==> src/rtl/logic_unit_pipe_pkg.sv <==
// Shared opcode definitions for the pipelined bitwise logic unit and its
// reusable combinational op slice.
package logic_unit_pipe_pkg;

    localparam int OP_W = 3;

    typedef enum logic [OP_W-1:0] {
        OP_AND  = 3'd0,
        OP_OR   = 3'd1,
        OP_XOR  = 3'd2,
        OP_NAND = 3'd3,
        OP_NOR  = 3'd4,
        OP_XNOR = 3'd5,
        OP_ANDN = 3'd6,
        OP_PASS = 3'd7
    } op_e;

endpackage

==> src/rtl/logic_unit_pipe_if.sv <==
// Operand/result handshake bundle for logic_unit_pipe; slave is the unit,
// master is the producer/consumer side that drives operands and out_ready.
interface logic_unit_pipe_if #(
    parameter int W = 8
);
    import logic_unit_pipe_pkg::*;

    logic            in_valid;
    logic            in_ready;
    logic [W-1:0]    in_a;
    logic [W-1:0]    in_b;
    logic [OP_W-1:0] in_op;
    logic            out_valid;
    logic            out_ready;
    logic [W-1:0]    out_y;
    logic            out_zero;
    logic            out_rand;
    logic            out_ror;

    modport slave (
        input  in_valid, in_a, in_b, in_op, out_ready,
        output in_ready, out_valid, out_y, out_zero, out_rand, out_ror
    );

    modport master (
        output in_valid, in_a, in_b, in_op, out_ready,
        input  in_ready, out_valid, out_y, out_zero, out_rand, out_ror
    );

endinterface

==> src/rtl/logic_unit_pipe_op_slice.sv <==
// Purely combinational W-bit two-operand logic function selected by opcode;
// kept standalone so other datapath blocks can reuse it.
module logic_op_slice
    import logic_unit_pipe_pkg::*;
#(
    parameter int W = 8
) (
    input  logic [W-1:0] i_a,
    input  logic [W-1:0] i_b,
    input  op_e          i_op,
    output logic [W-1:0] o_y
);

    always_comb begin
        // NOTE: default assignment first so every path drives o_y and no latch is inferred.
        o_y = '0;
        case (i_op)
            OP_AND:  o_y = i_a & i_b;
            OP_OR:   o_y = i_a | i_b;
            OP_XOR:  o_y = i_a ^ i_b;
            OP_NAND: o_y = ~(i_a & i_b);
            OP_NOR:  o_y = ~(i_a | i_b);
            OP_XNOR: o_y = ~(i_a ^ i_b);
            OP_ANDN: o_y = i_a & ~i_b;
            OP_PASS: o_y = i_a;
            default: o_y = '0;
        endcase
    end

endmodule

==> src/rtl/logic_unit_pipe.sv <==
// Two-stage valid/ready pipeline around logic_op_slice: S1 holds operands,
// S2 holds the result plus registered zero / reduction-AND / reduction-OR flags.
module logic_unit_pipe
    import logic_unit_pipe_pkg::*;
#(
    parameter int W = 8
) (
    input  logic              clk,
    input  logic              rst,
    logic_unit_pipe_if.slave  bus
);

    logic         r_s1_valid;
    logic [W-1:0] r_s1_a;
    logic [W-1:0] r_s1_b;
    op_e          r_s1_op;

    logic         r_s2_valid;
    logic [W-1:0] r_y;
    logic         r_zero;
    logic         r_rand;
    logic         r_ror;

    logic         w_s2_adv;
    logic         w_s1_adv;
    logic         w_in_fire;
    logic         w_s1_fire;
    logic [W-1:0] w_y;

    // in_ready depends only on stage occupancy and out_ready, never on in_valid.
    assign w_s2_adv  = !r_s2_valid || bus.out_ready;
    assign w_s1_adv  = !r_s1_valid || w_s2_adv;
    assign w_in_fire = bus.in_valid && w_s1_adv;
    assign w_s1_fire = r_s1_valid && w_s2_adv;

    assign bus.in_ready = w_s1_adv;

    always_ff @(posedge clk or posedge rst) begin
        // NOTE: data registers are plain flops, so resetting them is cheap and keeps X out of simulation.
        if (rst) begin
            r_s1_valid <= 1'b0;
            r_s1_a     <= '0;
            r_s1_b     <= '0;
            r_s1_op    <= OP_AND;
        end else begin
            // NOTE: non-blocking assignments so every stage samples pre-edge values.
            if (w_s1_adv) begin
                r_s1_valid <= bus.in_valid;
            end
            if (w_in_fire) begin
                r_s1_a  <= bus.in_a;
                r_s1_b  <= bus.in_b;
                r_s1_op <= op_e'(bus.in_op);
            end
        end
    end

    logic_op_slice #(.W(W)) u_op_slice (
        .i_a  (r_s1_a),
        .i_b  (r_s1_b),
        .i_op (r_s1_op),
        .o_y  (w_y)
    );

    // Flags are derived from the slice output and registered alongside it.
    always_ff @(posedge clk or posedge rst) begin
        if (rst) begin
            r_s2_valid <= 1'b0;
            r_y        <= '0;
            r_zero     <= 1'b1;
            r_rand     <= 1'b0;
            r_ror      <= 1'b0;
        end else begin
            if (w_s2_adv) begin
                r_s2_valid <= r_s1_valid;
            end
            if (w_s1_fire) begin
                r_y    <= w_y;
                r_zero <= ~|w_y;
                r_rand <= &w_y;
                r_ror  <= |w_y;
            end
        end
    end

    assign bus.out_valid = r_s2_valid;
    assign bus.out_y     = r_y;
    assign bus.out_zero  = r_zero;
    assign bus.out_rand  = r_rand;
    assign bus.out_ror   = r_ror;

endmodule

==> src/flat_wrapper.sv <==
// flat-port wrapper written by rule: the top's interface ports become plain ports
module logic_unit_pipe_flat import logic_unit_pipe_pkg::*;
#(
    parameter int W = 8
)
  (clk, rst, bus_in_valid, bus_in_a, bus_in_b, bus_in_op, bus_out_ready, bus_in_ready, bus_out_valid, bus_out_y, bus_out_zero, bus_out_rand, bus_out_ror);
  logic_unit_pipe_if #(.W(W)) bus_i ();
  input  logic clk;
  input  logic rst;
  input wire logic [$bits(bus_i.in_valid)-1:0] bus_in_valid;
  input wire logic [$bits(bus_i.in_a)-1:0] bus_in_a;
  input wire logic [$bits(bus_i.in_b)-1:0] bus_in_b;
  input wire logic [$bits(bus_i.in_op)-1:0] bus_in_op;
  input wire logic [$bits(bus_i.out_ready)-1:0] bus_out_ready;
  output wire logic [$bits(bus_i.in_ready)-1:0] bus_in_ready;
  output wire logic [$bits(bus_i.out_valid)-1:0] bus_out_valid;
  output wire logic [$bits(bus_i.out_y)-1:0] bus_out_y;
  output wire logic [$bits(bus_i.out_zero)-1:0] bus_out_zero;
  output wire logic [$bits(bus_i.out_rand)-1:0] bus_out_rand;
  output wire logic [$bits(bus_i.out_ror)-1:0] bus_out_ror;
  assign bus_i.in_valid = bus_in_valid;
  assign bus_i.in_a = bus_in_a;
  assign bus_i.in_b = bus_in_b;
  assign bus_i.in_op = bus_in_op;
  assign bus_i.out_ready = bus_out_ready;
  assign bus_in_ready = bus_i.in_ready;
  assign bus_out_valid = bus_i.out_valid;
  assign bus_out_y = bus_i.out_y;
  assign bus_out_zero = bus_i.out_zero;
  assign bus_out_rand = bus_i.out_rand;
  assign bus_out_ror = bus_i.out_ror;
  logic_unit_pipe #(.W(W)) u_core (.clk(clk), .rst(rst), .bus(bus_i));
endmodule
==> config.mk <==
export PLATFORM = sky130hd
export DESIGN_NAME = logic_unit_pipe_flat
export DESIGN_NICKNAME = d
export VERILOG_FILES = /design/src/rtl/logic_unit_pipe_pkg.sv /design/src/rtl/logic_unit_pipe_if.sv /design/src/rtl/logic_unit_pipe_op_slice.sv /design/src/rtl/logic_unit_pipe.sv /design/src/flat_wrapper.sv
export SDC_FILE = /design/constraint.sdc
export NUM_CORES = 1
export LEC_CHECK = 0
export ABC_AREA = 1
export BUFFER_PORTS_ARGS = -buffer_cell sky130_fd_sc_hd__buf_2
export CAP_MARGIN = 20
export CORE_UTILIZATION = 43
export DETAILED_ROUTE_END_ITERATION = 7
export GPL_TIMING_DRIVEN = 0
export PLACE_DENSITY_LB_ADDON = 0.05
export SYNTH_ARGS = -nofsm -noshare
export SYNTH_HDL_FRONTEND = slang
export SYNTH_HIERARCHICAL = 1
export SYNTH_SLANG_ARGS = --single-unit
==> constraint.sdc <==
create_clock -name clk -period 3.55 [get_ports clk]
set_input_delay 0.5325 -clock clk [delete_from_list [all_inputs] [get_ports clk]]
set_output_delay 0.5325 -clock clk [all_outputs]
set_load 0.005 [all_outputs]
==> reports/results.md <==
| Result | Value | Unit |
|---|---|---|
| Data arrival time at the worst-slack endpoint | 2.05 | ns |
| Unique cell type count in the Yosys netlist | 21 | - |
| Mean instance size in the synthesized netlist | 7.118 | um^2 |
| DIE AREA | 0.006000 | mm^2 |
| NumNets Final | 434 | - |
| Post-synthesis sequential area ratio | 32.75 | % |
| Std-Cell Core Area | 0.005507 | mm^2 |
| First-pass DRT Iterations | 7 | - |
| Number of endpoints failing setup at the final stage | 0 | - |
| Number of clock sinks seen by CTS | 32 | - |
| Max Fclk | 0.5330 | GHz |
| Routed via count | 2193 | - |
| Area growth from synthesis to layout | 15.79 | % |
| Slew of the pin with the lowest slew margin | 0.6365 | ns |
| Count of buffer and inverter cells on the critical path | 1 | - |
| Yosys Warn Count | 6 | - |
| Delay of the slowest cell on the worst path | 0.43 | ns |
| Detail-routed via count per cell | 4.767 | - |
| Cts repair resizes | 0 | - |
| Placed Cells incl. Taps | 452 | - |
| Accumulated negative setup slack | 0 | ns |
| Clock tree root buffer cell | sky130_fd_sc_hd__clkbuf_8 | - |
| Antenna cells | 0 | - |
| Worst-Skew Late Latency | 0.28 | ns |
| Count of state elements after synthesis | 32 | - |
| Most frequent standard cell in the layout excluding fill and tap cells | sky130_fd_sc_hd__nand2_1 | - |
| RSZ-0062 raised after global routing | false | - |
| DRC violation count after routing | 0 | - |
| Antenna viol nets, final | 0 | - |
| Clock tree from TritonCTS | yes | - |
| Post-synth net total | 391 | - |
| Worst-case vdd ir drop | 0.0002593 | V |
| Critical Path Most Common Cell | sky130_fd_sc_hd__nor2_1 | - |
| Run status | finished clean | - |
| Site row count | 27 | - |
| Initial standard-cell utilization of the core | 44.47 | % |
| Number of buffers created by CTS | 5 | - |
| Deepest level of the CTS H-tree | 2 | - |
| Final period utilization | 52.85 | % |
| Detailed Route WL | 5.785 | mm |
| Synth Cell Area | 0.002449 | mm^2 |
| Post-detailed-placement half-perimeter wirelength | 4.324 | mm |
| Final period demand of the worst path | 1.876 | ns |
| Clock-pin slew reported for the worst setup and hold paths after clock tree synthesis | 0.07 | ns |
| Pwr Density | 476.3 | mW/mm^2 |
| Number of DRC markers after the initial detailed-route iteration | 113 | - |
| Horizontal die dimension | 77.46 | um |
| Boundary pin count | 36 | - |
| Count of input and output buffers | 35 | - |
| Largest fanout on the critical path | 9 | - |
| Worst hold-check path type | in -> async | - |
| Setup Buffers After CTS | 0 | - |
| Hold violation total from the final report | 0 | - |
| Global routing usage summed across all routing layers | 21.48 | % |
| Antenna violations before repair | 0 | - |
| Final Instance Count excl. Fillers | 460 | - |
| Type of the worst setup path | reg -> reg | - |
| Routed length per instance | 12.58 | um |
| Vertical extent of the die | 77.46 | um |
| Slowest stage cell, crit path | sky130_fd_sc_hd__dfrtp_1 | - |
| CTS Hold Buffers Added | 0 | - |
| Endpoint class of the critical path | flip-flop | - |
| Maximum number of pins on one net before global-route repair | 20 | - |
| Pins over their slew limit | 0 | - |
| Most frequent cells in the layout | sky130_fd_sc_hd__nand2_1, sky130_fd_sc_hd__inv_1, sky130_fd_sc_hd__buf_2 | - |
| Placer congestion estimate | 0.8306 | - |
| Cell class contributing the biggest share of worst-path delay | simple AND/OR/NAND/NOR gates | - |
| Remaining global-route overflow | 0 | - |
| Leak pwr | 1.608 | nW |
| Max-slew headroom at the worst pin | 57.41 | % |
| Vias in the first global route | 2061 | - |
| Number of cells produced by synthesis | 344 | - |
| Cells traversed along the worst timing path | clkinv_1 > nand3_4 > nor2_1 > nor2_1 > nand3_1 > nor2_1 > nand2_1 > o21ai_0 > nand2_1 | - |
| Critical Path RT | 3.72 | ns |
| Setup clock skew after layout | 0.004218 | ns |
| Startpoint type of the worst setup path | flip-flop | - |
| First-pass GRT wire length | 9.936 | mm |
| Number of max-cap violations | 0 | - |
| CTS max path bufs | 2 | - |
| Fraction of final layout cells sized beyond drive strength 1 | 18.04 | % |
## stage by stage
| stage | worst slack [ns] | instance area [um^2] | total power [mW] | hold slack (ns) | util (%) |
|---|---|---|---|---|---|
| 2_1_floorplan | 2.035 | 2449 | 0.8851 | 0.4559 | - |
| 5_1_grt | 1.461 | 2835 | 1.471 | 0.3644 | 51.49 |
| 6_report | 1.674 | 2835 | 1.350 | 0.3195 | 51.49 |
| 4_1_cts | 1.656 | 2835 | 1.366 | 0.3360 | 51.49 |
| 3_5_place_dp | 1.674 | 2741 | 1.061 | 0.4599 | 49.78 |
| 3_3_place_gp | 1.676 | 2714 | 1.047 | 0.4577 | 49.28 |
## logic make-up (layout without fill, tap and decap cells)
logic type,Yosys count,in the layout,share of synthesized area [%]
compound gates,1,1,0.2042
simple gates,228,228,42.51
flops,32,32,32.75
fa+ha+maj,24,24,12.26
buf+inv,59,103,12.26
## routing by layer
metal,GRT usage [%],up-vias,part of all wire [%]
li1,-,1157,-
met1,30.35,986,50
met2,33.27,42,44
met3,3.529,8,4.0
met4,6.981,0,1.5
met5,0,-,0
## layout make-up
cell class | count | area, um^2
clock inverters | 1 | 7.507
multi-input cells | 253 | 1346
repair buffers | 36 | 202.7
fillers | 578 | 2671
flip-flops and latches | 32 | 802.0
plain buffers | 14 | 131.4
well taps | 72 | 90.09
clock buffers | 7 | 86.33
inverters | 45 | 168.9
## registers in the layout, summed over array words and instances, names as in the netlist
register,cells
u_core/bus.out_y,8
u_core/r_s1_a,8
u_core/r_s1_b,8
u_core/r_s1_op,3
u_core/bus.out_rand,1
u_core/bus.out_ror,1
u_core/bus.out_valid,1
u_core/bus.out_zero,1
u_core/r_s1_valid,1
## power by group
group / switching (mW) / internal, mW / total (mW)
clock network: 0.141 / 0.158 / 0.299
registers: 0.0684 / 0.447 / 0.516
logic: 0.323 / 0.213 / 0.536
## cell usage after synthesis
| cell | count | area, um^2 |
|---|---|---|
| sky130_fd_sc_hd__nand3_4 | 1 | 17.52 |
| sky130_fd_sc_hd__inv_1 | 42 | 157.7 |
| sky130_fd_sc_hd__nor2_4 | 3 | 33.78 |
| sky130_fd_sc_hd__o21ai_0 | 1 | 5.000 |
| sky130_fd_sc_hd__buf_8 | 1 | 15.01 |
| sky130_fd_sc_hd__dfstp_2 | 1 | 26.28 |
| sky130_fd_sc_hd__buf_2 | 3 | 15.01 |
| sky130_fd_sc_hd__nand3_2 | 3 | 30.03 |
| sky130_fd_sc_hd__nand4_1 | 16 | 100.1 |
| sky130_fd_sc_hd__clkinv_1 | 1 | 3.750 |
| sky130_fd_sc_hd__inv_2 | 2 | 7.510 |
| sky130_fd_sc_hd__dfrtp_1 | 31 | 775.7 |
| sky130_fd_sc_hd__nand2_2 | 2 | 12.51 |
| sky130_fd_sc_hd__nand3_1 | 34 | 170.2 |
| sky130_fd_sc_hd__nand3b_1 | 8 | 60.06 |
| sky130_fd_sc_hd__ha_1 | 24 | 300.3 |
| sky130_fd_sc_hd__nor2_1 | 32 | 120.1 |
| sky130_fd_sc_hd__buf_4 | 3 | 22.52 |
| sky130_fd_sc_hd__nand2_1 | 128 | 480.5 |
| sky130_fd_sc_hd__nor3_4 | 1 | 16.27 |
| sky130_fd_sc_hd__buf_6 | 7 | 78.83 |
## worst paths after layout
path | from | endpoint | slack [ns] | depth (start not counted)
min in group clk | u_core/bus.out_zero$_DFFE_PP1P_ | u_core/bus.out_zero$_DFFE_PP1P_ | 0.47 | 2
min reg2reg | u_core/bus.out_zero$_DFFE_PP1P_ | u_core/bus.out_zero$_DFFE_PP1P_ | 0.47 | 2
max reg2reg | u_core/r_s1_op[0]$_DFFE_PP0P_ | u_core/bus.out_ror$_DFFE_PP0P_ | 1.67 | 9
max in group asynchronous | rst | u_core/r_s1_a[1]$_DFFE_PP0P_ | 2.72 | 3
max | u_core/r_s1_op[0]$_DFFE_PP0P_ | u_core/bus.out_ror$_DFFE_PP0P_ | 1.67 | 9
min | rst | u_core/bus.out_y[7]$_DFFE_PP0P_ | 0.32 | 2
No activity file was read; power rests on OpenSTA's default activity.
